[config.mk]
export PLATFORM = sky130hd
export DESIGN_NAME = sseg_display_scheduler_flat
export DESIGN_NICKNAME = d
export VERILOG_FILES = /design/src/rtl/sseg_display_scheduler_pkg.sv /design/src/rtl/sseg_display_scheduler_if.sv /design/src/rtl/sseg_display_scheduler_hex_decode.sv /design/src/rtl/sseg_display_scheduler.sv /design/src/flat_wrapper.sv
export SDC_FILE = /design/constraint.sdc
export NUM_CORES = 1
export LEC_CHECK = 0
export CAP_MARGIN = 20
export CORE_MARGIN = 2
export CORE_UTILIZATION = 45
export DETAILED_ROUTE_END_ITERATION = 16
export GPL_TIMING_DRIVEN = 0
export MAX_ROUTING_LAYER = met4
export PLACE_DENSITY = 0.69
export REMOVE_ABC_BUFFERS = 1
export SETUP_SLACK_MARGIN = 0.02
export SLEW_MARGIN = 25
export SYNTH_ARGS = -nofsm -noshare
export SYNTH_HDL_FRONTEND = slang
export SYNTH_SLANG_ARGS = --single-unit
[constraint.sdc]
create_clock -name clk -period 3 [get_ports clk]
set_input_delay 0.75 -clock clk [delete_from_list [all_inputs] [get_ports clk]]
set_output_delay 0.75 -clock clk [all_outputs]
set_load 0.005 [all_outputs]
[src/rtl/sseg_display_scheduler_pkg.sv]
// Shared encodings for the seven-segment display scheduler: owner codes,
// blank patterns and the digit-to-anode helper.
package sseg_display_scheduler_pkg;

    typedef enum logic [1:0] {
        OWN_IDLE  = 2'd0,
        OWN_SCORE = 2'd1,
        OWN_KEY   = 2'd2
    } owner_e;

    localparam logic [6:0] SSEG_BLANK = 7'h7F;
    localparam logic [3:0] AN_OFF     = 4'hF;

    // Active-low one-hot anode for a digit slot; an[0] is the rightmost digit.
    function automatic logic [3:0] an_select(input logic [1:0] idx);
        an_select = ~(4'b0001 << idx);
    endfunction

endpackage

[src/rtl/sseg_display_scheduler_if.sv]
// Requester inputs and board pin outputs of the display scheduler.
// master = game logic / PS2 side plus pin observer, slave = the scheduler.
interface sseg_display_scheduler_if;
    logic [15:0] score_val;
    logic        score_valid;
    logic [7:0]  key_code;
    logic        key_strobe;
    logic [3:0]  an;
    logic [6:0]  sseg;
    logic [1:0]  owner;
    logic [1:0]  digit_idx;

    modport master (
        output score_val, score_valid, key_code, key_strobe,
        input  an, sseg, owner, digit_idx
    );

    modport slave (
        input  score_val, score_valid, key_code, key_strobe,
        output an, sseg, owner, digit_idx
    );
endinterface

[src/rtl/sseg_display_scheduler_hex_decode.sv]
// Hex nibble to active-low seven-segment pattern (bit6=a .. bit0=g); purely combinational.
// Latency: zero cycles; backpressure: none.
module sseg_hex_decode (
    input  logic [3:0] hex_i,
    output logic [6:0] seg_o
);
    always_comb begin
        seg_o = 7'b1111111;
        case (hex_i)
            4'h0: seg_o = 7'b0000001;
            4'h1: seg_o = 7'b1001111;
            4'h2: seg_o = 7'b0010010;
            4'h3: seg_o = 7'b0000110;
            4'h4: seg_o = 7'b1001100;
            4'h5: seg_o = 7'b0100100;
            4'h6: seg_o = 7'b0100000;
            4'h7: seg_o = 7'b0001111;
            4'h8: seg_o = 7'b0000000;
            4'h9: seg_o = 7'b0000100;
            4'hA: seg_o = 7'b0001000;
            4'hB: seg_o = 7'b1100000;
            4'hC: seg_o = 7'b0110001;
            4'hD: seg_o = 7'b1000010;
            4'hE: seg_o = 7'b0110000;
            4'hF: seg_o = 7'b0111000;
        endcase
    end
endmodule

[src/rtl/sseg_display_scheduler.sv]
// Arbitrates the 4-digit display between score and key overlay and scans it with a blanking guard.
// Latency: an/sseg one cycle behind the scan state; backpressure: none, requests are sampled every cycle.
module sseg_display_scheduler
    import sseg_display_scheduler_pkg::*;
#(
    parameter int SCAN_DIV     = 100000,
    parameter int BLANK_CYCLES = 1000,
    parameter int HOLD_CYCLES  = 100000000
) (
    input  logic clk,
    input  logic reset,
    sseg_display_scheduler_if.slave disp
);
    localparam int SW = (SCAN_DIV > 1) ? $clog2(SCAN_DIV) : 1;
    localparam int HW = (HOLD_CYCLES > 1) ? $clog2(HOLD_CYCLES) : 1;
    localparam logic [SW-1:0] SLOT_LAST = SW'(SCAN_DIV - 1);
    localparam logic [SW-1:0] SLOT_SHOW = SW'(BLANK_CYCLES);
    localparam logic [HW-1:0] HOLD_LAST = HW'(HOLD_CYCLES - 1);

    owner_e      owner_q, owner_d;
    logic [1:0]  digit_idx_q, digit_idx_d;
    logic [SW-1:0] slot_q, slot_d;
    logic [HW-1:0] hold_q, hold_d;
    logic [7:0]  key_code_q, key_code_d;
    logic [15:0] score_snap_q, score_snap_d;
    logic [3:0]  an_q, an_d;
    logic [6:0]  sseg_q, sseg_d;
    logic        frame_wrap;
    logic [3:0]  score_nib;
    logic [3:0]  nibble;
    logic [6:0]  seg_dec;

    always_comb begin
        owner_d = owner_q;
        case (owner_q)
            OWN_IDLE: begin
                if (disp.key_strobe)       owner_d = OWN_KEY;
                else if (disp.score_valid) owner_d = OWN_SCORE;
            end
            OWN_SCORE: begin
                if (disp.key_strobe)        owner_d = OWN_KEY;
                else if (!disp.score_valid) owner_d = OWN_IDLE;
            end
            OWN_KEY: begin
                if (!disp.key_strobe && hold_q == HOLD_LAST)
                    owner_d = disp.score_valid ? OWN_SCORE : OWN_IDLE;
            end
            default: owner_d = OWN_IDLE;
        endcase
    end

    always_comb begin
        slot_d       = slot_q;
        digit_idx_d  = digit_idx_q;
        hold_d       = '0;
        key_code_d   = key_code_q;
        score_snap_d = score_snap_q;
        frame_wrap   = (slot_q == SLOT_LAST) && (digit_idx_q == 2'd3);

        // Any owner change restarts at digit 0 so the new owner starts on a blank guard.
        if (owner_d != owner_q) begin
            slot_d      = '0;
            digit_idx_d = '0;
        end else if (slot_q == SLOT_LAST) begin
            slot_d      = '0;
            digit_idx_d = digit_idx_q + 2'd1;
        end else begin
            slot_d = slot_q + 1'b1;
        end

        if (owner_q == OWN_KEY && owner_d == OWN_KEY && !disp.key_strobe && hold_q != HOLD_LAST)
            hold_d = hold_q + 1'b1;

        if (disp.key_strobe)
            key_code_d = disp.key_code;

        // Snapshot only at frame boundaries so a score update never tears a frame.
        if ((owner_d == OWN_SCORE && owner_q != OWN_SCORE) || (owner_d == owner_q && frame_wrap))
            score_snap_d = disp.score_val;
    end

    always_comb begin
        score_nib = score_snap_q[3:0];
        case (digit_idx_q)
            2'd0: score_nib = score_snap_q[3:0];
            2'd1: score_nib = score_snap_q[7:4];
            2'd2: score_nib = score_snap_q[11:8];
            2'd3: score_nib = score_snap_q[15:12];
            default: score_nib = score_snap_q[3:0];
        endcase
        nibble = score_nib;
        if (owner_q == OWN_KEY)
            nibble = digit_idx_q[0] ? key_code_q[7:4] : key_code_q[3:0];
    end

    sseg_hex_decode u_hex_decode (
        .hex_i (nibble),
        .seg_o (seg_dec)
    );

    always_comb begin
        an_d   = AN_OFF;
        sseg_d = SSEG_BLANK;
        if (slot_q >= SLOT_SHOW &&
            (owner_q == OWN_SCORE || (owner_q == OWN_KEY && !digit_idx_q[1]))) begin
            an_d   = an_select(digit_idx_q);
            sseg_d = seg_dec;
        end
    end

    always_ff @(posedge clk) begin
        if (reset) begin
            owner_q      <= OWN_IDLE;
            digit_idx_q  <= '0;
            slot_q       <= '0;
            hold_q       <= '0;
            key_code_q   <= '0;
            score_snap_q <= '0;
            an_q         <= AN_OFF;
            sseg_q       <= SSEG_BLANK;
        end else begin
            owner_q      <= owner_d;
            digit_idx_q  <= digit_idx_d;
            slot_q       <= slot_d;
            hold_q       <= hold_d;
            key_code_q   <= key_code_d;
            score_snap_q <= score_snap_d;
            an_q         <= an_d;
            sseg_q       <= sseg_d;
        end
    end

    assign disp.an        = an_q;
    assign disp.sseg      = sseg_q;
    assign disp.owner     = owner_q;
    assign disp.digit_idx = digit_idx_q;

endmodule

[src/flat_wrapper.sv]
// flat-port wrapper written by rule: the top's interface ports become plain ports
module sseg_display_scheduler_flat import sseg_display_scheduler_pkg::*;
#(
    parameter int SCAN_DIV     = 100000,
    parameter int BLANK_CYCLES = 1000,
    parameter int HOLD_CYCLES  = 100000000
)
  (clk, reset, disp_score_val, disp_score_valid, disp_key_code, disp_key_strobe, disp_an, disp_sseg, disp_owner, disp_digit_idx);
  sseg_display_scheduler_if disp_i ();
  input  logic clk;
  input  logic reset;
  input wire logic [$bits(disp_i.score_val)-1:0] disp_score_val;
  input wire logic [$bits(disp_i.score_valid)-1:0] disp_score_valid;
  input wire logic [$bits(disp_i.key_code)-1:0] disp_key_code;
  input wire logic [$bits(disp_i.key_strobe)-1:0] disp_key_strobe;
  output wire logic [$bits(disp_i.an)-1:0] disp_an;
  output wire logic [$bits(disp_i.sseg)-1:0] disp_sseg;
  output wire logic [$bits(disp_i.owner)-1:0] disp_owner;
  output wire logic [$bits(disp_i.digit_idx)-1:0] disp_digit_idx;
  assign disp_i.score_val = disp_score_val;
  assign disp_i.score_valid = disp_score_valid;
  assign disp_i.key_code = disp_key_code;
  assign disp_i.key_strobe = disp_key_strobe;
  assign disp_an = disp_i.an;
  assign disp_sseg = disp_i.sseg;
  assign disp_owner = disp_i.owner;
  assign disp_digit_idx = disp_i.digit_idx;
  sseg_display_scheduler #(.SCAN_DIV(SCAN_DIV), .BLANK_CYCLES(BLANK_CYCLES), .HOLD_CYCLES(HOLD_CYCLES)) u_core (.clk(clk), .reset(reset), .disp(disp_i));
endmodule
==> results of run 1 <==
==> path summary, 6_finish.rpt <==
kind | slack (ps) | startpoint | end | cells after the start
min reg2reg | 470 | u_core.hold_q[0]$_SDFF_PP0_ | u_core.hold_q[0]$_SDFF_PP0_ | 1
min | 470 | u_core.hold_q[0]$_SDFF_PP0_ | u_core.hold_q[0]$_SDFF_PP0_ | 1
max reg2reg | 310 | u_core.disp.digit_idx[0]$_SDFFE_PP0N_ | u_core.disp.sseg[3]$_SDFF_PP1_ | 11
max | 220 | disp_key_strobe | u_core.score_snap_q[3]$_SDFFE_PP0P_ | 6
==> cell usage after synthesis, drive strengths merged (3+ instances only) <==
| cell type | count | area share, % |
|---|---|---|
| a21oi | 9 | 1.1 |
| a221o | 16 | 4.0 |
| a222oi | 4 | 0.99 |
| a22o | 16 | 3.6 |
| and3 | 13 | 2.0 |
| and4 | 3 | 0.68 |
| buf | 6 | 0.99 |
| clkbuf | 14 | 1.8 |
| dfxtp | 83 | 41 |
| ha | 14 | 4.3 |
| inv | 16 | 1.5 |
| mux2i | 23 | 5.7 |
| nand2 | 27 | 2.5 |
| nand3 | 19 | 2.5 |
| nand4 | 8 | 1.2 |
| nor2 | 66 | 6.1 |
| nor3 | 8 | 0.99 |
| nor4 | 4 | 0.99 |
| o21ai | 4 | 0.49 |
| o221ai | 4 | 0.87 |
| or3 | 4 | 0.74 |
| xnor2 | 15 | 3.2 |
| xor2 | 26 | 5.6 |
==> per-layer routing <==
layer / vias to the layer above / GRT usage (%) / part of all wire [%]
li1: 1599 / - / -
met1: 1541 / 22.5 / 48
met2: 59 / 28.2 / 46
met3: 14 / 4.54 / 4.3
met4: 0 / 6.22 / 1.6
met5: - / - / 0
==> registers in the layout, indices dropped and copies added, names as in the netlist <==
signal,count
u_core.hold_q,27
u_core.slot_q,17
u_core.score_snap_q,16
u_core.key_code_q,8
u_core.disp.sseg,7
u_core.disp.an,4
u_core.disp.digit_idx,2
u_core.disp.owner,2
==> where the power goes <==
part / total, mW / switching (mW) / internal [mW]
logic: 0.184 / 0.0931 / 0.0914
clock network: 0.804 / 0.379 / 0.425
registers: 1.15 / 0.0214 / 1.13
total: 2.14 / 0.494 / 1.64
==> logic make-up (layout without fill, tap and decap cells) <==
logic type / after synthesis / in the layout
adder cells (fa/ha/maj): 14 / 14
buffers and inverters: 38 / 73
XOR/XNOR: 41 / 41
multiplexers: 25 / 25
AO/OA/AOI/OAI: 62 / 62
flip-flops: 83 / 83
AND/OR/NAND/NOR: 170 / 170
==> placed cells by master (no fill, tap or decap), types with 2 or more instances in the layout <==
master            n
dfxtp_1          82
nor2_1           65
clkdlybuf4s50_1  42
nand2_1          27
xor2_1           26
mux2i_1          23
nand3_1          18
inv_1            16
a221o_1          16
xnor2_1          15
ha_1             14
and3_1           12
clkbuf_8         11
a22o_1           10
nor3_1            8
nand4_1           8
a21oi_1           6
a22o_2            6
a222oi_1          4
o21ai_0           4
o221ai_1          4
nor4_1            3
or3_1             3
or2b_2            2
nor4bb_1          2
and4_1            2
a21oi_2           2
nand2b_1          2
and3b_1           2
or2_2             2
nor4b_1           2
mux2_2            2
clkbuf_1          2
==> final cells by class <==
class	count	share of cell area, %
sequential	83	35.4
clock inverter	2	0.747
clock buffer	13	3.39
tap	108	2.88
inverter	16	1.28
timing repair buffer	42	8.96
multi-input combinational	312	47.3
==> worst reg2reg max path: stages (launching register included) <==
cell,delay [ps]
dfxtp_2,480
inv_1,130
ha_1,300
a222oi_1,310
mux2i_1,150
nand2_1,90
o21ai_0,270
inv_1,210
ha_1,270
mux2i_1,100
mux2_2,280
nand2_1,60
==> timing repair <==
item,CTS,global route
setup buffers,0,0
endpoints found under the setup margin,19,21
gates resized for setup,2,3
hold buffers,0,0
==> flow_summary.yaml, run 1 <==
global_route:
  track_usage_pct: 18.0
  grt_first_pass_wirelength_um: 13900
  globalRouteOverflowTotal: 0
  antenna_found_initial: 0
  grt_max_degree: 27
  grt_pass1_vias: 2978
power:
  powerDensity_mw_per_mm2: 456
  irDropWorstVdd_uv: 257
  leakagePower_nw: 1.72
  total_power_mw: 2.14
place:
  dp_hpwl_um: 5840
  pre_cts_ws_ps: -466
  io_buffer_count: 42
  gp_congestion: 0.871
  post_dp_cell_area_mm2: 0.00448
  dp_cells: 561
detailed_routing:
  routed-via-count: 3213
  drtAntennaViolNets: 0
  wl_um: 8350
  post_drt_wl_per_cell_um: 14.5
  firstDrtPassIters: 4
  drtIter0Drc: 197
  viasPerCell: 5.58
  drc_errors: 0
timing:
  hold_viol: 0
  fin_skew_ps: 5.94
  tightest_slew_ps: 854
  setup_tns_ps: 0
  finalCritPeriodShare_pct: 92.6
  fmax_ghz: 0.360
  rsz0062_at_grt: "false"
  setup_viol_count_final: 0
  min_period_ps: 2780
  slew_viol_final: 0
  max_slew_margin_pct: 42.9
  whs_ps: 469
  worst_slack_ps: 223
clock_network:
  clkSinkCount: 83
  cts_htree_levels: 3
  clkSlewWorstSetupHoldPaths_ps: 80
  tritoncts: "done"
  clk_latency_ps: 360
  numCtsBuffers: 9
  clockBufferDepth: 2
  root_buffer: "clkbuf_8"
floorplan:
  fp.coreArea_mm2: 0.00872
  die_h_um: 98.9
  initial_utilization_pct: 46.4
  die_x_um: 98.9
  rows: 34
  fp.dieArea_mm2: 0.00977
  ioPinCount: 43
synthesis:
  synth-edff-count: 0
  synth.distinct_cells: 57
  synth_seq_cells: 83
  ys.flop_type: "dfxtp_1"
  ys.warnings.count: 0
  synthXorXnorAreaFrac_pct: 8.87
  synth_cells: 433
  synth-simple-area-share_pct: 21.8
  synthMuxAreaShare_pct: 6.24
  synthAdderAreaFrac_pct: 4.33
  synth_top_family_by_area: "simple AND/OR/NAND/NOR gates"
  ys_async_sr_fraction_pct: 0
  syn_area_mm2: 0.00405
  yosysSeqAreaShare_pct: 41.0
  synth_compound_area_share_pct: 12.9
  avgSynthCellArea_um2: 9.35
worst_setup_path:
  worst_ep_arrival_time_ps: 3080
  path_class: "primary input to flip-flop"
  path_buf_inv: 1
  cp_slowest_cell: "clkdlybuf4s50_1"
  critical_path.top_delay_family: "buffers and inverters"
  endpoint_kind: "flip-flop"
  start_kind: "primary input"
  max_stage_delay_ps: 1010
  cp_data_required_time_ps: 3310
  crit_fanout: 17
  crit_chain: "clkdlybuf4s50_1 > mux2i_1 > nand3_2 > nor2_2 > a22o_2 > a221o_1"
cells_and_area:
  instances_no_fill: 576
  antennaDiodeCount: 0
  stdcell_area_mm2: 0.00469
  layout-drive-gt1-share_pct: 8.12
  area_growth_pct: 15.9
  regArea_mm2: 0.00166
  fin_util_pct: 53.8
  fin_nets: 506
  multi_input_area_mm2: 0.00222
  fill_cells: 801
status:
  status: "finished, final reports clean"
worst_hold_path:
  min_path_type: "flip-flop to flip-flop"
flow_run:
  drv_cap: 0
No activity file was read; power rests on OpenSTA's default activity.
==> run 2: changes to the inputs <==
--- a/config.mk
+++ b/config.mk
@@ -9,7 +9,7 @@
 export CORE_MARGIN = 2
 export CORE_UTILIZATION = 45
 export DETAILED_ROUTE_END_ITERATION = 16
-export GPL_TIMING_DRIVEN = 0
+export GPL_TIMING_DRIVEN = 1
 export MAX_ROUTING_LAYER = met4
 export PLACE_DENSITY = 0.69
 export REMOVE_ABC_BUFFERS = 1
==> run 2 against run 1 <==
  * Utilization up 0.88 points
  * Hold slack better by 10 ps
  * Flip-flop and latch count did not move
  * Clock power is 1% higher
  * Maximum frequency increased by 5.7%
  * Count of clock-buffer cells in the layout down 4
  * Via count decreased by 0.25%
  * Combinational power grew 3%
  * Global-route usage grew 0.42 points
  * Wire length increased by 1.3%
  * Highest routed layer unchanged
==> flow_summary.yaml, run 2 (synthesis gave the netlist of run 1 again) <==
timing:
  fin_skew_ps: 11.4
  max_slew_margin_pct: 44.4
  setup_tns_ps: 0
  tightest_slew_ps: 825
  min_period_ps: 2630
  finalCritPeriodShare_pct: 87.6
  setup_viol_count_final: 0
  whs_ps: 480
  hold_viol: 0
  rsz0062_at_grt: "false"
  slew_viol_final: 0
  fmax_ghz: 0.381
cells_and_area:
  largest_reg_flops: 27
  final_common_cell: "dfxtp_1"
  layout-drive-gt1-share_pct: 10.2
  area_growth_pct: 17.7
  fin_nets: 519
  largestRegisters: "u_core.hold_q (27), u_core.slot_q (17), u_core.score_snap_q (16)"
  antennaDiodeCount: 0
  layout_common_cells: "83 x dfxtp_1, 65 x nor2_1, 42 x clkdlybuf4s50_1, 27 x nand2_1, 26 x xor2_1"
  largest_register: "u_core.hold_q"
  fill_cells: 773
worst_setup_path:
  start_kind: "flip-flop"
  worst_ep_arrival_time_ps: 2900
  crit_fanout: 6
  path_class: "flip-flop to flip-flop"
  endpoint_kind: "flip-flop"
  cp_data_required_time_ps: 3280
clock_network:
  hold_buffers: 0
  clkSlewWorstSetupHoldPaths_ps: 90
  clk_latency_ps: 360
  cts-resized-gates: 0
  numCtsBuffers: 9
  clkSinkCount: 83
  tritoncts: "done"
  cts_setup_buffers: 0
  cts_htree_levels: 3
  root_buffer: "clkbuf_8"
  clockBufferDepth: 2
power:
  leakagePower_nw: 1.77
  irDropWorstVdd_uv: 205
  powerDensity_mw_per_mm2: 451
place:
  gp_congestion: 0.802
  dp_hpwl_um: 6040
  io_buffer_count: 42
global_route:
  grt_max_degree: 27
  grt_pass1_vias: 3091
  antenna_found_initial: 0
  track_usage_pct: 18.4
  globalRouteOverflowTotal: 0
  grt_first_pass_wirelength_um: 14300
floorplan:
  ioPinCount: 43
  die_h_um: 98.9
  fp.dieArea_mm2: 0.00977
  fp.coreArea_mm2: 0.00872
  initial_utilization_pct: 46.4
  rows: 34
  die_x_um: 98.9
worst_hold_path:
  min_path_type: "flip-flop to flip-flop"
detailed_routing:
  drc_errors: 0
  viasPerCell: 5.43
  drtAntennaViolNets: 0
  firstDrtPassIters: 4
  routed-via-count: 3205
  drtIter0Drc: 154
  post_drt_wl_per_cell_um: 14.3
  wl_um: 8460
flow_run:
  drv_cap: 0
status:
  status: "finished, final reports clean"
-- run 2: cell count changes in the layout (fill, tap and decap cells not counted), moves of 2 or more --
| cell | delta |
|---|---|
| buf_4 | +13 |
| clkbuf_8 | -2 |
| inv_6 | +2 |
| a21oi_2 | -2 |
| clkbuf_1 | -2 |
| a21oi_1 | +3 |
| clkinvlp_4 | +3 |
-- run 2: worst paths after layout --
| path | start | to | cells after the start | slack [ps] |
|---|---|---|---|---|
| min | u_core.hold_q[0]$_SDFF_PP0_ | u_core.hold_q[0]$_SDFF_PP0_ | 1 | 480 |
| max | u_core.disp.digit_idx[1]$_SDFFE_PP0N_ | u_core.disp.sseg[5]$_SDFF_PP1_ | 10 | 370 |
| max reg2reg | u_core.disp.digit_idx[1]$_SDFFE_PP0N_ | u_core.disp.sseg[5]$_SDFF_PP1_ | 10 | 370 |
| min reg2reg | u_core.hold_q[0]$_SDFF_PP0_ | u_core.hold_q[0]$_SDFF_PP0_ | 1 | 480 |
-- run 2: final cells by class --
cell class,count,area [um^2],share of cell area (%)
multi-input combinational,312,2190,46.0
inverter,16,60.1,1.26
clock inverter,7,75.1,1.57
sequential,83,1660,34.9
tap,108,135,2.83
clock buffer,9,124,2.60
timing repair buffer,55,518,10.9
-- run 2: worst max-delay path: stages (launching register included) --
cell and delay, ps:
dfxtp_1 430, inv_1 110, ha_1 260, a222oi_1 360
mux2i_1 150, nand2_1 70, o21ai_0 250, inv_1 220
ha_1 260, mux2_2 260, o221ai_1 160
-- run 2: layer usage --
layer | global-route usage [%] | part of all wire (%) | vias up | routed length (um)
met1 | 23.4 | 48 | 1491 | 4100
li1 | - | - | 1639 | -
met4 | 6.01 | 1.0 | 0 | 88
met5 | - | 0 | - | 0
met3 | 4.54 | 4.1 | 7 | 348
met2 | 28.7 | 46 | 68 | 3920
-- run 2: stage by stage --
| stage | utilization, % | power (mW) | setup WS, ps | instance area (um^2) | cells |
|---|---|---|---|---|---|
| 2_1_floorplan | - | 1.27 | 521 | 3910 | 411 |
| 3_3_place_gp | 52.4 | 1.36 | -74.9 | 4570 | 574 |
| 3_5_place_dp | 52.4 | 1.36 | -85.9 | 4570 | 574 |
| 4_1_cts | 54.6 | 2.17 | 234 | 4760 | 590 |
| 5_1_grt | 54.7 | 2.23 | 125 | 4770 | 590 |
| 6_report | 54.7 | 2.15 | 373 | 4770 | 590 |
-- run 2: power breakdown --
part           switching, mW  total [mW]  internal [mW]
clock                  0.425       0.814          0.388
combinational         0.0916       0.189         0.0970
sequential            0.0226        1.15           1.13
==> run 3: changes to the inputs <==
--- a/config.mk
+++ b/config.mk
@@ -5,6 +5,7 @@
 export SDC_FILE = /design/constraint.sdc
 export NUM_CORES = 1
 export LEC_CHECK = 0
+export ABC_CLOCK_PERIOD_IN_PS = 3000
 export CAP_MARGIN = 20
 export CORE_MARGIN = 2
 export CORE_UTILIZATION = 45
==> results of run 3 <==
The final DEF is identical to that of run 2; final timing and power are the same.
